### config.mk
export PLATFORM = sky130hd
export DESIGN_NAME = prog_loader
export DESIGN_NICKNAME = d
export VERILOG_FILES = /design/src/rtl/prog_loader.sv
export SDC_FILE = /design/constraint.sdc
export NUM_CORES = 1
export LEC_CHECK = 0
export BUFFER_PORTS_ARGS = -buffer_cell sky130_fd_sc_hd__buf_2
export CORE_AREA = 2 2 105 107
export CTS_CLUSTER_SIZE = 10
export DETAILED_ROUTE_END_ITERATION = 8
export DIE_AREA = 0 0 107 109
export GPL_ROUTABILITY_DRIVEN = 0
export PLACE_DENSITY = 0.74
export SYNTH_ARGS = -nofsm -noshare
export SYNTH_HDL_FRONTEND = slang
export SYNTH_SLANG_ARGS = --single-unit
### constraint.sdc
create_clock -name CLK -period 3.1 [get_ports CLK]
set_input_delay 0.31 -clock CLK [delete_from_list [all_inputs] [get_ports CLK]]
set_output_delay 0.31 -clock CLK [all_outputs]
set_load 0.01 [all_outputs]
### src/rtl/prog_loader.sv
// Boot-time program loader: receives a framed byte stream, writes 16-bit words to
// instruction memory at even addresses and releases the CPU once the checksum matches.
module prog_loader #(
    parameter int         MAX_WORDS = 256,
    parameter logic [7:0] MAGIC     = 8'hA5
) (
    input  logic        CLK,
    input  logic        RESET,
    input  logic        rx_valid,
    input  logic [7:0]  rx_data,
    output logic        rx_ready,
    output logic        imem_we,
    output logic [15:0] imem_addr,
    output logic [15:0] imem_wdata,
    output logic        cpu_run,
    output logic        done,
    output logic        error,
    output logic [15:0] word_count
);

    typedef enum logic [2:0] {
        S_IDLE    = 3'd0,
        S_LEN_HI  = 3'd1,
        S_LEN_LO  = 3'd2,
        S_DATA_HI = 3'd3,
        S_DATA_LO = 3'd4,
        S_CHECK   = 3'd5,
        S_RUN     = 3'd6,
        S_ERROR   = 3'd7
    } state_t;

    localparam logic [15:0] MAX_LEN = 16'(MAX_WORDS);

    function automatic logic [7:0] chk_update(input logic [7:0] chk, input logic [7:0] data_byte);
        return chk ^ data_byte;
    endfunction

    state_t      r_state, w_next_state;
    logic [7:0]  r_len_hi, w_len_hi;
    logic [15:0] r_len, w_len;
    logic [7:0]  r_chk, w_chk;
    logic [7:0]  r_data_hi, w_data_hi;
    logic [15:0] r_count, w_count;
    logic [15:0] r_addr, w_addr;
    logic [15:0] r_wdata, w_wdata;
    logic        r_we, w_we;
    logic        r_ready, r_run, r_done, r_error;
    logic        w_xfer;
    logic [15:0] w_rx_len;
    logic [15:0] w_count_inc;

    assign w_xfer      = rx_valid & r_ready;
    assign w_rx_len    = {r_len_hi, rx_data};
    assign w_count_inc = r_count + 16'd1;

    // State register.
    always_ff @(posedge CLK or negedge RESET) begin
        if (!RESET) begin
            r_state <= S_IDLE;
        end else begin
            r_state <= w_next_state;
        end
    end

    // Next-state and datapath decode; only an accepted byte can move the frame forward.
    always_comb begin
        w_next_state = r_state;
        w_len_hi     = r_len_hi;
        w_len        = r_len;
        w_chk        = r_chk;
        w_data_hi    = r_data_hi;
        w_count      = r_count;
        w_addr       = r_addr;
        w_wdata      = r_wdata;
        w_we         = 1'b0;
        if (w_xfer) begin
            case (r_state)
                S_IDLE: begin
                    if (rx_data == MAGIC) begin
                        w_next_state = S_LEN_HI;
                    end else begin
                        w_next_state = S_IDLE;
                    end
                end
                S_LEN_HI: begin
                    w_len_hi     = rx_data;
                    w_next_state = S_LEN_LO;
                end
                S_LEN_LO: begin
                    w_len = w_rx_len;
                    if ((w_rx_len == 16'd0) || (w_rx_len > MAX_LEN)) begin
                        w_next_state = S_ERROR;
                    end else begin
                        w_chk        = 8'h00;
                        w_count      = 16'd0;
                        w_next_state = S_DATA_HI;
                    end
                end
                S_DATA_HI: begin
                    w_data_hi    = rx_data;
                    w_chk        = chk_update(r_chk, rx_data);
                    w_next_state = S_DATA_LO;
                end
                S_DATA_LO: begin
                    w_chk   = chk_update(r_chk, rx_data);
                    w_we    = 1'b1;
                    w_addr  = {r_count[14:0], 1'b0};
                    w_wdata = {r_data_hi, rx_data};
                    w_count = w_count_inc;
                    if (w_count_inc == r_len) begin
                        w_next_state = S_CHECK;
                    end else begin
                        w_next_state = S_DATA_HI;
                    end
                end
                S_CHECK: begin
                    if (rx_data == r_chk) begin
                        w_next_state = S_RUN;
                    end else begin
                        w_next_state = S_ERROR;
                    end
                end
                S_RUN: begin
                    w_next_state = S_RUN;
                end
                S_ERROR: begin
                    if (rx_data == MAGIC) begin
                        w_next_state = S_LEN_HI;
                    end else begin
                        w_next_state = S_ERROR;
                    end
                end
                default: begin
                    w_next_state = S_IDLE;
                end
            endcase
        end else begin
            w_next_state = r_state;
        end
    end

    // Datapath and status registers; status flags follow the state being entered.
    always_ff @(posedge CLK or negedge RESET) begin
        if (!RESET) begin
            r_len_hi  <= 8'h00;
            r_len     <= 16'd0;
            r_chk     <= 8'h00;
            r_data_hi <= 8'h00;
            r_count   <= 16'd0;
            r_addr    <= 16'd0;
            r_wdata   <= 16'd0;
            r_we      <= 1'b0;
            r_ready   <= 1'b0;
            r_run     <= 1'b0;
            r_done    <= 1'b0;
            r_error   <= 1'b0;
        end else begin
            r_len_hi  <= w_len_hi;
            r_len     <= w_len;
            r_chk     <= w_chk;
            r_data_hi <= w_data_hi;
            r_count   <= w_count;
            r_addr    <= w_addr;
            r_wdata   <= w_wdata;
            r_we      <= w_we;
            r_ready   <= (w_next_state != S_RUN);
            r_run     <= (w_next_state == S_RUN);
            r_done    <= (w_next_state == S_RUN);
            r_error   <= (w_next_state == S_ERROR);
        end
    end

    assign rx_ready   = r_ready;
    assign imem_we    = r_we;
    assign imem_addr  = r_addr;
    assign imem_wdata = r_wdata;
    assign cpu_run    = r_run;
    assign done       = r_done;
    assign error      = r_error;
    assign word_count = r_count;

endmodule

## Word-level counts from Yosys, hierarchy flattened

Cells that the tools add are included.

- Bitwise gates (word level): 2
- Multiplexer cells: 13
- Add/subtract/negate cells: 1
- Eq/ne operators: 14
- Magnitude comparators: 1
- Reductions and logical operators: 12

Operator list:

| cell | number |
|---|---|
| case mux 16 bit (2 select lines) | 1 |
| case mux 3 bit (8 select lines) | 1 |
| == test 3 bit (second input constant) | 6 |
| adder 16 x 1 -> 16 bit (second input constant) | 1 |
| == test 16 bit | 1 |
| > comparator 16 x 9 -> 1 bit (second input constant) | 1 |
| logical NOT 16 bit | 1 |
| two-way mux 16 bit | 1 |
| case mux 8 bit (2 select lines) | 1 |
| two-way mux 3 bit | 4 |
| == test 8 bit | 1 |
| == test 8 bit (second input constant) | 1 |
| two-way mux 8 bit | 1 |
| AND reduction 2 bit | 4 |
| bitwise XOR 8 bit | 1 |
| == test 3 x 2 -> 1 bit (second input constant) | 2 |
| AND reduction 3 bit | 2 |
| two-way mux 1 bit | 4 |
| nonzero test 2 bit | 2 |
| == test 3 x 1 -> 1 bit (second input constant) | 1 |
| logical NOT 3 bit | 1 |
| inequality test 3 bit (second input constant) | 1 |
| inequality test 2 bit (second input constant) | 1 |
| OR reduction 2 bit | 1 |
| 2 further kinds | 2 |

- Register bits: 94
- Word-level logic and storage cells: 55
- Input bits: 11

## Longest topological paths before layout

Gate-level depths: netlist (run 1).

- Word-level depth: 6
- Gate-level depth with buffers: 9
- Mapped depth without buffers: 8

## Worst setup path before layout (run 1)

OpenSTA, ideal clock, no wires.

- Kind: register to register
- From: register r_count[0], in the netlist word_count[0]
- To: register r_done, in the netlist done
- Clock period less this slack: 2.521 ns
- Stages on the path, launching flop included: 9
- Slack: 0.579 ns
- Required time: 3.033 ns
- Setup time: 0.067 ns
- Data arrival time: 2.454 ns
- Cells stage by stage: dfrtp_1 -> ha_1 -> and4_1 -> nand2b_1 -> a21o_1 -> a2111oi_0 -> nand3_1 -> o41ai_2 -> and3_1

- Cells in the longest elaborated chain, start to end: 6

Ends and longest elaborated chain:

| element | line | source |
|---|---|---|
| start: declaration | 43 | `logic [15:0] r_count, w_count;` |
| start signal: assignment | 162 | `r_count <= w_count;` |
| adder 16 x 1 -> 16 bit | 54 | `assign w_count_inc = r_count + 16'd1;` |
| == test 16 bit | 110 | `if (w_count_inc == r_len) begin` |
| two-way mux 3 bit | 110 |  |
| case mux 3 bit (8 select lines) | 77 | `case (r_state)` |
| two-way mux 3 bit | 76 | `if (w_xfer) begin` |
| == test 3 bit | 168 | `r_done <= (w_next_state == S_RUN);` |
| end signal: assignment | 168 |  |
| end: declaration | 47 | `logic r_ready, r_run, r_done, r_error;` |

No other way between the ends.
A chain may end at the register's enable or synchronous reset.

## Worst setup path after layout (run 1)

Ends and elaborated chain as after synthesis.

==> reports/results.txt, run 1 <==
Register Area -> 0.00235 mm2
starting DRC count in detailed routing -> 196
RSZ-0062 raised after global routing -> no
Synth Flop Type -> dfrtp_1
final hold vios -> 0
number of synthesized flops with an enable pin -> 0
Synth async-reset ratio -> 1.00
gr usage total -> 0.197
H-tree levels -> 3
Fillers -> 963
commonest non-fill, non-tap cells in the layout -> nand2_1, dfrtp_1, buf_2
Setup CP Type -> reg -> reg
dpl hpwl -> 7.56 mm
Inserted Clock Buffers -> 9
Pre-Repair DR Iteration Count -> 5
crit path cell chain -> ha_1, and4_1, nand2b_1, a21o_1, a2111oi_0, nand3_1, o41ai_2, and3_1
Critical Path AT -> 3.07 ns
wl on met1 -> 4.95 mm
Hold WC Path Type -> in -> reg
multi-input logic area -> 0.00211 mm2
Worst Setup Start Kind -> flip-flop
met2 wire length -> 5.17 mm
Max-Cap Viols -> 0
Unique masters post-synth -> 55
r2r endpoint -> done
layout cells sized above 1 -> 0.259
Post-DRT Antenna Nets -> 0
mean area per synthesized cell -> 9.81 um2
sequential area share after synthesis -> 0.507
Remaining DRCs -> 0
Syn Nets -> 485
# diodes -> 0
largest net degree at the start of global routing -> 48
Final min period -> 2.77 ns
via/cell ratio -> 5.41
clock sinks -> 94
Worst-path clk slew -> 0.10 ns
Setup crit end kind -> flip-flop
yosys synthesis warning count -> 0
final worst-path cycle share -> 0.893
Root Driver -> clkbuf_8
Final Cell Area -> 0.00529 mm2
CP Max Fanout -> 8
CTS tree -> done
Reg2Reg Depth -> 8
status -> finished, final reports clean
Hold Crit Depth -> 3
Slowest-stage cell, CP -> dfrtp_1
# rows -> 38
R2R Setup Slk -> 0.33 ns
vias in the first global route -> 3459
Mapped Cells -> 473
DIE WIDTH -> 107 um
data required time at the worst endpoint -> 3.40 ns
worst stage delay on the critical path -> 0.50 ns
Initial Util -> 0.438
DR WL/cell -> 16.2 um
io pins -> 64
Skew-Pair Late Insertion Delay -> 0.36 ns
Rel. slew slack -> 0.593
total wire length -> 10.9 mm
Worst VDD drop -> 0.461 mV
final setup fails -> 0
RR Startpoint -> word_count[0]
highest metal used -> met4
initial antenna violation count -> 0
Cell Area, Placed -> 0.00505 mm2
Sum Neg Setup Slack -> 0 ns
Die Height -> 109 um
total number of vias -> 3636
worst hold start -> rx_data[4]
CORE AREA -> 0.0106 mm2
Max Fclk -> 361 MHz
Hold Slack -> 0.241 ns
first-pass GRT wire length -> 17.9 mm
gr ovfl total -> 0
IO Port Bufs -> 62
Yosys reg bits -> 94
metal3 WL -> 662 um
Final Total Pwr -> 4.42 mW
worst slew pin tran -> 0.611 ns
CTS Buffer Depth -> 2
Pleak -> 2.55 nW
Fin Clk Skew -> 0.0136 ns
synthesized area -> 0.00464 mm2
Min-Delay Endpoint -> imem_wdata[4]
Die Area -> 0.0117 mm2
Nets -> 539
most common cell after layout, fill and taps aside -> nand2_1
Area Overhead vs Synth -> 13.9%
postcts setup bufs -> 0
Power Dens Cells -> 836 mW/mm2
fin. max-slew vios -> 0
-- metrics by stage --
stage / setup slack [ns] / std cells / util
2_1_floorplan: 0.579 / 473 / -
3_3_place_gp: 0.383 / 655 / 0.476
3_5_place_dp: 0.310 / 655 / 0.476
4_1_cts: 0.335 / 672 / 0.498
5_1_grt: 0.0363 / 672 / 0.498
6_report: 0.331 / 672 / 0.498
-- Yosys cell counts (all sizes together) (2+ instances only) --
cell type | n | area [um2]
xor2 | 11 | 96.3
or3 | 2 | 12.5
mux2 | 32 | 360
and3 | 3 | 18.8
buf | 14 | 96.3
nor3 | 7 | 40.0
nand2 | 102 | 383
xnor2 | 18 | 158
nand3 | 14 | 80.1
o21ai | 46 | 260
clkbuf | 15 | 56.3
nor2 | 32 | 120
inv | 7 | 26.3
dfrtp | 94 | 2350
or4 | 4 | 33.8
a21o | 3 | 30.0
o31ai | 5 | 37.5
nor4 | 4 | 25.0
mux2i | 2 | 20.0
a21oi | 11 | 58.8
a31oi | 6 | 37.5
o41ai | 2 | 25.0
and2 | 3 | 18.8
nand4 | 6 | 37.5
nand2b | 10 | 62.6
-- kinds of logic (layout without fill, tap and decap cells) --
logic type | count (synthesis) | after routing | share of synthesized area
fa+ha+maj | 1 | 1 | 0.00270
compound gates | 84 | 84 | 0.121
other cells | 1 | 1 | 0.000808
xor+xnor | 29 | 29 | 0.0547
mux | 34 | 34 | 0.0820
buf+inv | 37 | 96 | 0.0394
simple gates | 193 | 193 | 0.193
flops | 94 | 94 | 0.507
-- critical path, delay by kind of cell, from the launching register on --
family	cells	cell delay [ns]
compound gates	3	1.03
simple gates	4	0.86
flops	1	0.50
fa+ha+maj	1	0.32
-- final cells by class --
class                   count  share of cell area
clock buffers               9              0.0234
clock inverters             7              0.0194
inverters                   8             0.00568
multi-input cells         342               0.399
flip-flops and latches     94               0.445
well taps                 140              0.0331
repair buffers             72              0.0739
-- per-layer routing --
layer / vias to the layer above / track usage
met4: 0 / 0.0492
met2: 124 / 0.313
met1: 1776 / 0.275
li1: 1727 / -
met3: 9 / 0.0442
met5: - / 0
-- worst max-delay path by stage --
| stage | slack [ns] | start | cells after the start | endpoint |
|---|---|---|---|---|
| after global routing | 0.04 | word_count[0] | 8 | done |
| final | 0.33 | word_count[0] | 8 | done |
| after global placement | 0.38 | rx_data[4] | 8 | r_chk[1] |
| after detailed placement | 0.31 | rx_data[4] | 8 | r_chk[0] |
| after floorplan | 0.58 | word_count[0] | 8 | done |
| after CTS | 0.33 | word_count[0] | 8 | done |
-- state kept, by name, indices dropped and copies added (netlist names) --
register    count
imem_addr      15
imem_we         1
r_len          16
rx_ready        1
done            1
word_count     16
r_state         3
imem_wdata     16
r_chk           8
error           1
r_data_hi       8
r_len_hi        8
-- repair_timing --
action | 4_1_cts | 5_1_grt
endpoints found under the hold margin | 45 | 0
hold buffers | 1 | 0
gates resized for setup | 0 | 0
-- report_power, final --
part / internal (mW) / switching (mW) / leakage [nW]
logic: 0.709 / 0.785 / 1.22
registers: 1.63 / 0.376 / 1.22
clock network: 0.465 / 0.456 / 0.111
total: 2.80 / 1.62 / 2.55
(Power assumes the default switching activity.)
==> inputs of run 2 (changes only) <==
==> constraint.sdc (replaced) <==
create_clock -name CLK -period 3.1 [get_ports CLK]
set_input_delay 0.31 -clock CLK [delete_from_list [all_inputs] [get_ports CLK]]
set_output_delay 0.31 -clock CLK [all_outputs]
set_load 0.1 [all_outputs]
==> run 2 against run 1 <==
  * Utilization fell by 0.39 points
  * Register-to-register slack better by 0.09 ns
  * Flip-flop and latch count did not move
  * First-iteration DRC count decreased by 0.51%
  * Die area unchanged
  * Wire length shrank 1.1%
  * Critical path depth is the same
  * Combinational power is 61% higher
  * Cell count shrank 0.30%
  * Count of clock-buffer cells in the layout is 1 higher
  * Via count rose by 0.30%
  * Critical endpoint unchanged
==> reports/results.txt, run 2 (same netlist as run 1, synthesis figures left out) <==
Fillers -> 968 (+0.52%)
Nets -> 537 (-0.37%)
combinational power share -> 0.457 (+0.119)
Power Dens Cells -> 1000 mW/mm2 (+20%)
Inserted Clock Buffers -> 9 (unchanged)
Register Area -> 0.00235 mm2 (+0.11%)
IO Port Bufs -> 62 (unchanged)
# rows -> 38 (unchanged)
Root Driver -> clkbuf_8
Sum Neg Setup Slack -> 0 ns (unchanged)
via/cell ratio -> 5.44 (+0.60%)
Remaining DRCs -> 0 (unchanged)
first-pass GRT wire length -> 17.8 mm (-0.50%)
CORE AREA -> 0.0106 mm2 (unchanged)
Hold Crit Depth -> 3 (unchanged)
starting DRC count in detailed routing -> 195 (-0.51%)
# diodes -> 0 (unchanged)
Die Area -> 0.0117 mm2 (unchanged)
critical path depth -> 8 (unchanged)
crit path cell chain -> ha_1, and4_1, nand2b_1, a21o_1, a2111oi_0, nand3_1, o41ai_2, and3_1
Final Total Pwr -> 5.25 mW (+19%)
DIE WIDTH -> 107 um (unchanged)
commonest non-fill, non-tap cells in the layout -> nand2_1, dfrtp_1, buf_2
Area Overhead vs Synth -> 13.0%
Worst VDD drop -> 0.713 mV (+55%)
clock sinks -> 94 (unchanged)
highest metal used -> met4
Max-Cap Viols -> 0 (unchanged)
Pre-Repair DR Iteration Count -> 5 (unchanged)
wl on met1 -> 4.79 mm (-3.2%)
Final min period -> 2.68 ns (-0.0869 ns)
Critical Path AT -> 2.99 ns (-0.08 ns)
sw power -> 2.53 mW (+56%)
crit path from -> word_count[0]
sw frac -> 0.482 (+0.116)
total number of vias -> 3647 (+0.30%)
Top delay family on crit path -> compound AO/OA/AOI/OAI gates
Hold Slack -> 0.242 ns (+0.000908 ns)
total wire length -> 10.8 mm (-1.1%)
Hold WC Path Type -> in -> reg
Setup CP Type -> reg -> reg
Sequential Power Share -> 0.383 (-0.071)
Internal Pwr Total -> 2.72 mW (-2.9%)
vias in the first global route -> 3476 (+0.49%)
status -> finished, final reports clean
io pins -> 64 (unchanged)
Clock Power Share -> 0.159 (-0.049)
DR WL/cell -> 16.1 um (-0.81%)
Die Height -> 109 um (unchanged)
Worst-path clk slew -> 0.10 ns (about the same)
worst stage delay on the critical path -> 0.46 ns (-0.04 ns)
gr usage total -> 0.197 (+0.000264)
metal3 WL -> 567 um (-14%)
H-tree levels -> 3 (unchanged)
CP Buf/Inv Count -> 0 (unchanged)
worst slew pin tran -> 0.625 ns (+0.0136 ns)
final worst-path cycle share -> 0.865 (-0.0280)
final hold vios -> 0 (unchanged)
most common cell after layout, fill and taps aside -> nand2_1
RR Startpoint -> word_count[0]
layout cells sized above 1 -> 0.258 (-0.000908)
worst hold start -> rx_data[5]
Initial Util -> 0.438 (unchanged)
Reg2Reg Depth -> 8 (unchanged)
gr ovfl total -> 0 (unchanged)
Setup crit end kind -> flip-flop
Max Fclk -> 373 MHz (+3.2%)
Post-DRT Antenna Nets -> 0 (unchanged)
multi-input logic area -> 0.00211 mm2 (unchanged)
Pleak -> 2.53 nW (-0.90%)
Final WS setup -> 0.418 ns (+0.0869 ns)
Fin Clk Skew -> 0.0144 ns (+0.000792 ns)
Skew-Pair Late Insertion Delay -> 0.37 ns (about the same)
dpl hpwl -> 7.60 mm (+0.56%)
met2 wire length -> 5.12 mm (-1.0%)
Slowest-stage cell, CP -> dfrtp_2
CTS tree -> done
CP Max Fanout -> 8 (unchanged)
RSZ-0062 raised after global routing -> no
fin. max-slew vios -> 0 (unchanged)
final setup fails -> 0 (unchanged)
data required time at the worst endpoint -> 3.41 ns (about the same)
Rel. slew slack -> 0.581 (-0.0116)
Worst Setup Start Kind -> flip-flop
CTS Buffer Depth -> 2 (unchanged)
initial antenna violation count -> 0 (unchanged)
PostCTS Resize Cnt -> 0 (unchanged)
DP Worst Slack -> 0.330 ns (+0.0208 ns)
largest net degree at the start of global routing -> 48 (unchanged)
## run 2: cell type report
type,instances,share of cell area
sequential,94,0.449
multi-input combinational,342,0.403
timing repair buffer,70,0.0716
tap,140,0.0334
clock buffer,10,0.0243
clock inverter,6,0.0134
inverter,8,0.00573
## run 2: power by group through the flow
stage / registers (mW) / clock network (mW) / logic, mW
after floorplan: 2.82 / 0 / 1.12
after global placement: 2.01 / 0 / 2.35
after detailed placement: 2.03 / 0 / 2.40
after CTS: 2.01 / 0.853 / 2.41
after global routing: 2.07 / 0.905 / 2.56
final: 2.01 / 0.837 / 2.40
## run 2: final timing paths
| check | endpoint | slack [ns] |
|---|---|---|
| max in group asynchronous | r_len[11] | 1.83 |
| worst max-delay path | done | 0.42 |
| worst max register to register | done | 0.42 |
| worst min-delay path | imem_wdata[5] | 0.24 |
| worst min register to register | imem_wdata[12] | 0.47 |
| min in group asynchronous | imem_wdata[7] | 0.47 |
## run 2: timing repair
item	CTS	global route
hold buffers	1	0
hold endpoints to repair	45	0
buffers inserted	0	0
## run 2: through the flow
step / instances / utilization / cell area [um2]
2_1_floorplan: 473 / - / 4640
3_3_place_gp: 653 / 0.475 / 5040
3_5_place_dp: 653 / 0.475 / 5040
4_1_cts: 670 / 0.495 / 5240
5_1_grt: 670 / 0.495 / 5240
6_report: 670 / 0.495 / 5240
## run 2: routing by layer
| metal | global-route usage | vias to the layer above |
|---|---|---|
| met1 | 0.258 | 1782 |
| met4 | 0.0826 | 0 |
| met2 | 0.322 | 125 |
| met3 | 0.0383 | 23 |
| li1 | - | 1717 |
| met5 | 0 | - |
## run 2: worst register-to-register path, cell delays in order (launching register included)
cell and delay (ns):
dfrtp_2 0.46, ha_1 0.29, and4_1 0.32, nand2b_1 0.16
a21o_1 0.20, a2111oi_0 0.38, nand3_1 0.18, o41ai_2 0.44
and3_1 0.20
==> inputs of run 3 (changes only) <==
--- a/config.mk
+++ b/config.mk
@@ -11,7 +11,7 @@
 export DETAILED_ROUTE_END_ITERATION = 8
 export DIE_AREA = 0 0 107 109
 export GPL_ROUTABILITY_DRIVEN = 0
-export PLACE_DENSITY = 0.74
+export PLACE_DENSITY = 0.76
 export SYNTH_ARGS = -nofsm -noshare
 export SYNTH_HDL_FRONTEND = slang
 export SYNTH_SLANG_ARGS = --single-unit
==> constraint.sdc (replaced) <==
create_clock -name CLK -period 2.3 [get_ports CLK]
set_input_delay 0.23 -clock CLK [delete_from_list [all_inputs] [get_ports CLK]]
set_output_delay 0.23 -clock CLK [all_outputs]
set_load 0.1 [all_outputs]
==> run 3 against run 2 <==
  * The run now ends with setup timing left
  * Sequential share of layout area fell by 2.8 points
  * Die area did not move
  * Cell count is 6.0% higher
  * Sequential power is 32% higher
  * Worst setup slack worse by 0.49 ns
  * Maximum frequency is 13% higher
  * Power grew 40%
  * Utilization is 4.1 points higher
  * Non-clock buffer count rose by 41
==> reports/results.txt, run 3 (same netlist as run 1, synthesis figures left out) <==
metal3 WL -> 647 um (+14%)
final worst-path cycle share -> 1.03 (+0.168)
worst stage delay on the critical path -> 0.49 ns (+0.03 ns)
Fillers -> 953 (-1.5%)
total number of vias -> 3863 (+5.9%)
Setup CP Type -> reg -> reg
Sequential Power Share -> 0.362 (-0.021)
# diodes -> 0 (unchanged)
DIE WIDTH -> 107 um (unchanged)
worst slew pin tran -> 0.643 ns (+0.0180 ns)
Root Driver -> clkbuf_8
Sum Neg Setup Slack -> -0.174 ns (-0.174 ns)
io pins -> 64 (unchanged)
final hold vios -> 0 (unchanged)
Top delay family on crit path -> simple AND/OR/NAND/NOR gates
Hold Slack -> 0.258 ns (+0.0168 ns)
fin. max-slew vios -> 0 (unchanged)
combinational power share -> 0.484 (+0.027)
Setup crit end kind -> flip-flop
# rows -> 38 (unchanged)
Die Height -> 109 um (unchanged)
failing checks -> setup timing
Final Total Pwr -> 7.34 mW (+40%)
RR Startpoint -> word_count[12]
Post-DRT Antenna Nets -> 0 (unchanged)
Hold WC Path Type -> in -> reg
starting DRC count in detailed routing -> 180 (-7.7%)
RSZ-0062 raised after global routing -> yes
Internal Pwr Total -> 3.86 mW (+42%)
Max-Cap Viols -> 0 (unchanged)
largest net degree at the start of global routing -> 53 (+10%)
Pre-Repair DR Iteration Count -> 5 (unchanged)
clock sinks -> 94 (unchanged)
IO Port Bufs -> 62 (unchanged)
sw frac -> 0.473 (-0.00821)
CTS tree -> done
DR WL/cell -> 16.6 um (+3.1%)
dpl hpwl -> 8.08 mm (+6.2%)
via/cell ratio -> 5.44 (about the same)
Slowest-stage cell, CP -> dfrtp_4
CP Buf/Inv Count -> 0 (unchanged)
Remaining DRCs -> 0 (unchanged)
H-tree levels -> 3 (unchanged)
total wire length -> 11.8 mm (+9.2%)
Nets -> 578 (+7.6%)
Final Util -> 0.535 (+0.0407)
Final min period -> 2.38 ns (-0.305 ns)
highest metal used -> met4
final setup fails -> 4 (+4)
layout cells sized above 1 -> 0.346 (+0.0871)
status -> complete, but fails checks
Clock Power Share -> 0.153 (-0.006)
Rel. slew slack -> 0.572 (-0.00945)
Fin Clk Skew -> 0.0160 ns (+0.00167 ns)
vias in the first global route -> 3930 (+13%)
commonest non-fill, non-tap cells in the layout -> nand2_1, dfrtp_1, buf_2
Pleak -> 2.73 nW (+8.1%)
Die Area -> 0.0117 mm2 (unchanged)
Initial Util -> 0.438 (unchanged)
Power Dens Cells -> 1290 mW/mm2 (+29%)
initial antenna violation count -> 0 (unchanged)
Area Overhead vs Synth -> 22.3%
Inserted Clock Buffers -> 9 (unchanged)
Max Fclk -> 421 MHz (+13%)
Worst Setup Start Kind -> flip-flop
Skew-Pair Late Insertion Delay -> 0.37 ns (about the same)
CTS Buffer Depth -> 2 (unchanged)
gr ovfl total -> 0 (unchanged)
Worst VDD drop -> 1.23 mV (+72%)
worst hold start -> rx_data[0]
crit path cell chain -> xnor2_2, or4b_4, a21oi_2, a211oi_1, a211o_1, or4_4, o21ba_1
Final WS setup -> -0.0768 ns (-0.495 ns)
first-pass GRT wire length -> 19.6 mm (+9.8%)
CORE AREA -> 0.0106 mm2 (unchanged)
gr usage total -> 0.216 (+0.0195)
crit path from -> word_count[12]
data required time at the worst endpoint -> 2.55 ns (-0.86 ns)
met2 wire length -> 5.77 mm (+13%)
wl on met1 -> 5.14 mm (+7.2%)
most common cell after layout, fill and taps aside -> nand2_1
Critical Path AT -> 2.63 ns (-0.36 ns)
sw power -> 3.47 mW (+37%)
Worst-path clk slew -> 0.10 ns (about the same)
CP Max Fanout -> 2 (-6)
==> run 3: per-layer routing <==
layer,up-vias,track usage
met1,1916,0.276
met3,19,0.0538
met4,0,0.0714
met5,-,0
li1,1792,-
met2,136,0.363
==> run 3: through the flow <==
stage	instance area [um2]	cells	setup slack, ns
floorplan	4700	473	-0.249
global placement	5410	692	-0.0883
global route	5680	710	-0.181
detailed placement	5410	692	-0.175
finish	5680	710	-0.0768
CTS	5650	709	-0.0498
==> run 3: worst register-to-register path: cells and delay by family (launching register included) <==
kind | cells | cell delay [ns]
xor gates and xnor gates | 1 | 0.14
and+or+nand+nor | 2 | 0.93
AOI/OAI and AO/OA | 4 | 0.72
DFF | 1 | 0.49
==> run 3: final timing paths <==
path / to / slack (ns) / cells past startpoint
hold / removal: imem_wdata[0] / 0.26 / 4
hold reg to reg: imem_addr[8] / 0.48 / 2
max in group asynchronous: word_count[8] / 1.17 / 3
setup reg to reg: r_state[1] / -0.08 / 7
setup / recovery: r_state[1] / -0.08 / 7
min in group asynchronous: error / 0.42 / 2
==> run 3: repair_timing <==
action | CTS | global route
pin swaps | 7 | 4
endpoints found under the hold margin | 49 | 0
setup endpoints to repair | 4 | 8
hold buffers | 1 | 0
resized for setup | 4 | 4
buffers inserted | 1 | 1
==> run 3: cell type report <==
class                      instances  area [um2]  area share
clock buffer                      11         141      0.0249
clock inverter                     4        56.3     0.00992
inverter                           8        30.0     0.00529
multi-input combinational        342        2170       0.383
sequential                        94        2390       0.421
tap                              140         175      0.0309
timing repair buffer             111         712       0.125
==> run 3: power groups by stage <==
stage | combinational (mW) | clock (mW) | sequential, mW
final | 3.55 | 1.12 | 2.66
after CTS | 3.51 | 1.16 | 2.65
after global placement | 3.38 | 0 | 2.63
after floorplan | 1.52 | 0 | 3.82
after global routing | 3.80 | 1.23 | 2.73
after detailed placement | 3.48 | 0 | 2.67
